==> config.mk <==
export PLATFORM = sky130hd
export DESIGN_NAME = int_to_fp
export DESIGN_NICKNAME = d
export VERILOG_FILES = /design/src/rtl/fpu_pkg.sv /design/src/rtl/fp_round_rne.sv /design/src/rtl/int_to_fp.sv
export SDC_FILE = /design/constraint.sdc
export NUM_CORES = 1
export LEC_CHECK = 0
export CAP_MARGIN = 10
export CELL_PAD_IN_SITES_DETAIL_PLACEMENT = 0
export CELL_PAD_IN_SITES_GLOBAL_PLACEMENT = 2
export CORE_ASPECT_RATIO = 1.75
export CORE_MARGIN = 2
export CORE_UTILIZATION = 37
export DETAILED_ROUTE_END_ITERATION = 8
export GPL_TIMING_DRIVEN = 0
export PLACE_DENSITY = 0.84
export SLEW_MARGIN = 5
export SYNTH_ARGS = -nofsm -noshare
export SYNTH_HDL_FRONTEND = slang
export SYNTH_SLANG_ARGS = --single-unit
==> constraint.sdc <==
create_clock -name clock -period 4.6 [get_ports clock]
set_input_delay 0.92 -clock clock [delete_from_list [all_inputs] [get_ports clock]]
set_output_delay 0.92 -clock clock [all_outputs]
set_load 0.01 [all_outputs]
==> src/rtl/fpu_pkg.sv <==
// Shared definitions for the FPU datapath: float format, bias and status codes.
package fpu_pkg;

   localparam int EXP_W = 9;
   localparam int MAN_W = 22;
   localparam int BIAS  = 255;

   // status_out encoding: {EXACT, OVERFLOW, UNDERFLOW, INEXACT}
   localparam logic [3:0] ST_EXACT   = 4'b1000;
   localparam logic [3:0] ST_INEXACT = 4'b0001;
   localparam logic [3:0] ST_OVF     = 4'b0100;
   localparam logic [3:0] ST_UNF     = 4'b0010;

   // 32-bit float word: sign, biased exponent, mantissa with hidden leading 1
   typedef struct packed {
      logic             sign;
      logic [EXP_W-1:0] exp;
      logic [MAN_W-1:0] man;
   } fp_t;

endpackage

==> src/rtl/fp_round_rne.sv <==
// Round-to-nearest-even of a normalized magnitude (hidden bit stripped) to
// MAN_W mantissa bits, carrying into the exponent when the mantissa overflows.
module fp_round_rne
   import fpu_pkg::*;
(
   input  logic [30:0]      mag,
   input  logic [EXP_W-1:0] exp_pre,
   output logic [MAN_W-1:0] man,
   output logic [EXP_W-1:0] exp_rnd,
   output logic             inexact
);

   // Returns {exponent, mantissa, inexact}
   function automatic logic [EXP_W+MAN_W:0] round_rne(input logic [30:0]      m,
                                                       input logic [EXP_W-1:0] e);
      logic             guard;
      logic             sticky;
      logic             up;
      logic [MAN_W:0]   sum;
      logic [EXP_W-1:0] e_r;
      guard  = m[8];
      sticky = |m[7:0];
      // ties go up only when the kept LSB is odd
      up     = guard & (sticky | m[9]);
      sum    = {1'b0, m[30:9]} + {{MAN_W{1'b0}}, up};
      // on carry-out the low MAN_W bits of sum are already zero
      e_r    = sum[MAN_W] ? e + 1'b1 : e;
      return {e_r, sum[MAN_W-1:0], guard | sticky};
   endfunction

   assign {exp_rnd, man, inexact} = round_rne(mag, exp_pre);

endmodule

==> src/rtl/int_to_fp.sv <==
// Signed 32-bit integer to float converter: absolute value, one-bit-per-cycle
// normalization, then a single round-to-nearest-even step.
module int_to_fp
   import fpu_pkg::*;
#(
   parameter int BIAS = 255
) (
   input  logic               clock,
   input  logic               reset,
   input  logic               start_in,
   input  logic signed [31:0] int_in,
   output logic               busy_out,
   output logic               done_out,
   output logic [31:0]        data_out,
   output logic [3:0]         status_out
);

   typedef enum logic [1:0] {S_IDLE, S_ABS, S_NORM, S_ROUND} state_t;

   // exponent of a magnitude whose leading one sits at bit 31
   localparam logic [EXP_W-1:0] EXP_START = EXP_W'(BIAS + 31);

   state_t             state;
   state_t             state_nxt;
   logic signed [31:0] int_lat;
   logic [31:0]        abs_mag;
   logic [31:0]        mag;
   logic [EXP_W-1:0]   exp_cur;
   logic               sign;
   logic [MAN_W-1:0]   man_rnd;
   logic [EXP_W-1:0]   exp_rnd;
   logic               inexact;
   fp_t                rnd_fp;
   logic [31:0]        data_nxt;
   logic [3:0]         status_nxt;
   logic               done_nxt;

   // -2^31 negates onto itself, which read as unsigned is the wanted 0x80000000
   assign abs_mag  = int_lat[31] ? $unsigned(-int_lat) : $unsigned(int_lat);
   assign busy_out = (state != S_IDLE);

   fp_round_rne u_round (
      .mag     (mag[30:0]),
      .exp_pre (exp_cur),
      .man     (man_rnd),
      .exp_rnd (exp_rnd),
      .inexact (inexact)
   );

   // Datapath registers: operand latch, magnitude shifter and exponent counter
   always_ff @(posedge clock) begin
      case (state)
         S_IDLE: if (start_in) int_lat <= int_in;
         S_ABS: begin
            sign    <= int_lat[31];
            mag     <= abs_mag;
            exp_cur <= EXP_START;
         end
         S_NORM: if (!mag[31]) begin
            mag     <= mag << 1;
            exp_cur <= exp_cur - 1'b1;
         end
         default: ;
      endcase
   end

   // State and result registers; reset aborts any conversion in flight
   always_ff @(posedge clock or negedge reset) begin
      if (!reset) begin
         state      <= S_IDLE;
         data_out   <= '0;
         status_out <= ST_EXACT;
         done_out   <= 1'b0;
      end else begin
         state      <= state_nxt;
         data_out   <= data_nxt;
         status_out <= status_nxt;
         done_out   <= done_nxt;
      end
   end

   // Next-state and next-result decode
   always_comb begin
      state_nxt   = state;
      data_nxt    = data_out;
      status_nxt  = status_out;
      done_nxt    = 1'b0;
      rnd_fp.sign = sign;
      rnd_fp.exp  = exp_rnd;
      rnd_fp.man  = man_rnd;
      case (state)
         S_IDLE: if (start_in) state_nxt = S_ABS;
         S_ABS: begin
            if (abs_mag == 32'd0) begin
               data_nxt   = '0;
               status_nxt = ST_EXACT;
               done_nxt   = 1'b1;
               state_nxt  = S_IDLE;
            end else begin
               state_nxt  = S_NORM;
            end
         end
         S_NORM: if (mag[31]) state_nxt = S_ROUND;
         S_ROUND: begin
            data_nxt   = rnd_fp;
            status_nxt = inexact ? ST_INEXACT : ST_EXACT;
            done_nxt   = 1'b1;
            state_nxt  = S_IDLE;
         end
         default: state_nxt = S_IDLE;
      endcase
   end

endmodule

==> results.md <==
- Status: finished, final reports clean
- Placed cells: 981
- Worst Hold Class: in -> async
- CP Capture Type: flop
- Total grt overflow: 0
- Yosys top cell area share: 0.332
- Die Ht: 182 µm
- RR Startpoint: int_lat[15]
- Reg2Reg Setup Slack: 280 ps
- Post-CTS setup buffer count: 0
- CP max stage cell: nor4_1
- Vias: 5573
- Startpoint types: flop
- Antenna violations before repair: 0
- Max clock buf depth: 2
- Primary FF master, synth: edfxtp_1
- CTS Buf Count: 9
- Post-cts resize count: 0
- Most used cell, CP: clkbuf_1
- Gp weighted congestion: 0.854
- Power density cells: 603 nW/µm²
- Tot Pwr: 4.86 mW
- Fin crit share: 0.939
- Worst Tran Pin Value: 997 ps
- Worst setup startpoint: int_lat[15]
- Core Region: 17900 µm²
- Util after Layout: 0.450
- Fillers: 1774
- Slew margin rel.: 0.329
- WL final: 19.3 mm
- RSZ-0062 raised after global routing: false
- Top cells by area, synth: edfxtp_1 33%, dfrtp_1 13%, xor2_1 4.7%
- Synth Area per Inst: 9.94 µm²
- Ys async rst share: 0.333
- P&R area growth vs syn: 20.5%
- Pin count of the biggest net entering global routing: 31
- Initial DRC Count: 235
- CTS H-Tree Depth: 3
- IO Port Bufs: 70
- Critical Path Fanout Max: 10
- Peak VDD IR: 233 µV
- First-pass GRT wire length: 30.6 mm
- Post-route ant nets: 0
- Comb power frac: 0.430
- Max Cap Violations: 0
- Max Fclk: 231 MHz
- Drt via density: 5.59
- Initial core utilization: 0.374
- Share of layout cells above drive strength 1: 0.0577
- Post-CTS Hold Fix Bufs: 0
- TritonRoute pass-1 iters: 5
- Die ar.: 19200 µm²
- Setup violators final: 0
- Finished Layout Cells: 997
- Critical Path AT: 4570 ps
- Leakage power: 2.73 nW
- Ant. Diodes: 0
- Sw frac: 0.403
- Total track usage: 0.206
- Int Power: 2.90 mW
- Worst EP required: 4850 ps
- Clk Latency, worst-skew pair: 360 ps
- Yosys Warn Count: 0
- Synthesized instance count: 673
- Post-synthesis register bit count: 111
- Endpoints failing hold: 0
- Crit path time final: 4320 ps
- CP bufs+invs: 2
- Fin nets: 803
- Sink Count: 111
- Psw: 1.96 mW
- Cell Area, Synth: 6690 µm²
- Synth cell types: 72
- Residual DRC: 0
- Cell Rows: 65
- CTS tree: yes
- Crit path cell chain: nor4_1 > nand4_1 > clkbuf_1 > nor2_1 > xnor2_1 > o31ai_1 > nor3b_1 > a31oi_1 > clkbuf_1 > a221o_1
- Reg2Reg Depth: 10
- Sequential element share of the synthesized area: 0.471
- WS Path Type: reg -> reg
- Clk network pwr share: 0.165
- Fin. max-slew vios: 0
- CTS root buf: clkbuf_16
- Clock-pin transition on the worst setup and hold timing paths: 80 ps
- Reg power frac: 0.405
- Die width: 106 µm
- Post-synth EDFFs: 74
- Max stage delay on crit path: 660 ps
- Crit-path leading delay family: simple AND/OR/NAND/NOR gates
- Worst Setup EP: data_out[22]
- CP Depth: 10
- Clk_skew: 14.1 ps
- Crit Reg-Reg Endpoint: data_out[22]
- HPWL after DPL: 15.4 mm
- I/O pin cnt: 73
- Routed length per instance: 19.3 µm
- Number of global-route vias before repair: 5704
- Cell taking the most area after synthesis: edfxtp_1
[worst min-delay path by stage]
stage | start | endpoint | slack (ps) | cells after the start
final | reset | state[0] | 400 | 1
after global routing | reset | state[0] | 410 | 1
after CTS | reset | state[0] | 400 | 1
after detailed placement | status_out[3] | status_out[3] | 490 | 2
after global placement | sign | data_out[31] | 480 | 1
after floorplan | sign | data_out[31] | 480 | 1
[layout by cell type, fill, tap and decap left out, types with 6 or more instances in the layout]
cell	instances
dfrtp_1	36
or3_1	8
inv_1	14
xor2_1	36
xnor2_1	27
a221o_1	12
o21ai_0	47
o31ai_1	25
clkbuf_1	39
a22o_1	6
nor3_1	16
nand3_1	48
mux2i_1	8
a21oi_1	45
and3_1	7
nand2_1	44
nor2_1	38
and4_1	7
ha_1	10
o21ai_1	9
edfxtp_1	74
clkdlybuf4s50_1	69
nor4_1	10
clkbuf_16	10
nand4_1	11
[routing by layer]
metal | vias up | global-route usage | part of all wire
li1 | 2711 | - | -
met1 | 2662 | 0.211 | 0.36
met2 | 153 | 0.401 | 0.57
met3 | 47 | 0.0233 | 0.032
met4 | 0 | 0.108 | 0.042
met5 | - | 0 | 0
[stage by stage]
step	area [µm²]	setup WS (ps)	hold slack (ps)	setup TNS [ps]
floorplan	6690	925	481	0
global placement	7680	-247	484	-14240
detailed placement	7750	227	494	0
CTS	8050	204	401	0
global route	8060	24.4	409	0
finish	8060	280	405	0
[cell usage after synthesis, types with 3 or more instances]
| cell type | n |
|---|---|
| and3_1 | 7 |
| nand3_1 | 48 |
| nor2b_1 | 5 |
| a21o_1 | 3 |
| or3_1 | 8 |
| and2_1 | 4 |
| dfrtp_1 | 36 |
| o31ai_1 | 25 |
| o21ai_1 | 9 |
| mux2i_1 | 8 |
| o21ai_0 | 47 |
| clkbuf_1 | 38 |
| nor2_1 | 38 |
| nor3_1 | 16 |
| o31a_1 | 3 |
| a221o_1 | 12 |
| a22o_1 | 6 |
| a21oi_1 | 46 |
| nand4_1 | 11 |
| nor4b_1 | 5 |
| xnor2_1 | 27 |
| xor2_1 | 36 |
| nor4_1 | 10 |
| and4_1 | 7 |
| buf_2 | 4 |
| nand2_1 | 44 |
| o211ai_1 | 5 |
| ha_1 | 10 |
| a211oi_1 | 4 |
| mux2_2 | 4 |
| or4_1 | 5 |
| inv_1 | 14 |
| edfxtp_1 | 74 |
[final cells by class]
type                       instances  area, µm²  area share
clock inverter                     5       46.3     0.00574
timing repair buffer              73        751      0.0931
tap                              234        293      0.0363
clock buffer                      11        254      0.0315
sequential                       111       3150       0.391
inverter                          15       56.3     0.00699
buffer                            48        208      0.0258
multi-input combinational        500       3300       0.410
[cells by family after synthesis]
kind of cell             Yosys count  share of synthesized area
AND/OR/NAND/NOR                  228                      0.189
multiplexers                      12                     0.0187
XOR/XNOR                          63                     0.0825
buffers and inverters             63                     0.0395
adder cells (fa/ha/maj)           10                     0.0187
other                              1                   0.000561
flip-flops                       111                      0.471
AO/OA/AOI/OAI                    185                      0.180
[flip-flops by register name, indices dropped and copies added (netlist names), named ones only]
signal and flops:
status_out 2, sign 1, data_out 32, state 1, exp_cur 9, mag 32, done_out 1, int_lat 32
[power by group through the flow]
stage,clock network (mW),registers (mW),logic [mW]
floorplan,0,1.96,1.26
global placement,0,1.99,1.99
detailed placement,0,1.99,2.10
CTS,0.820,1.97,2.11
global route,0.860,2.03,2.33
finish,0.802,1.97,2.09
Power figures use the tool's default switching activity.
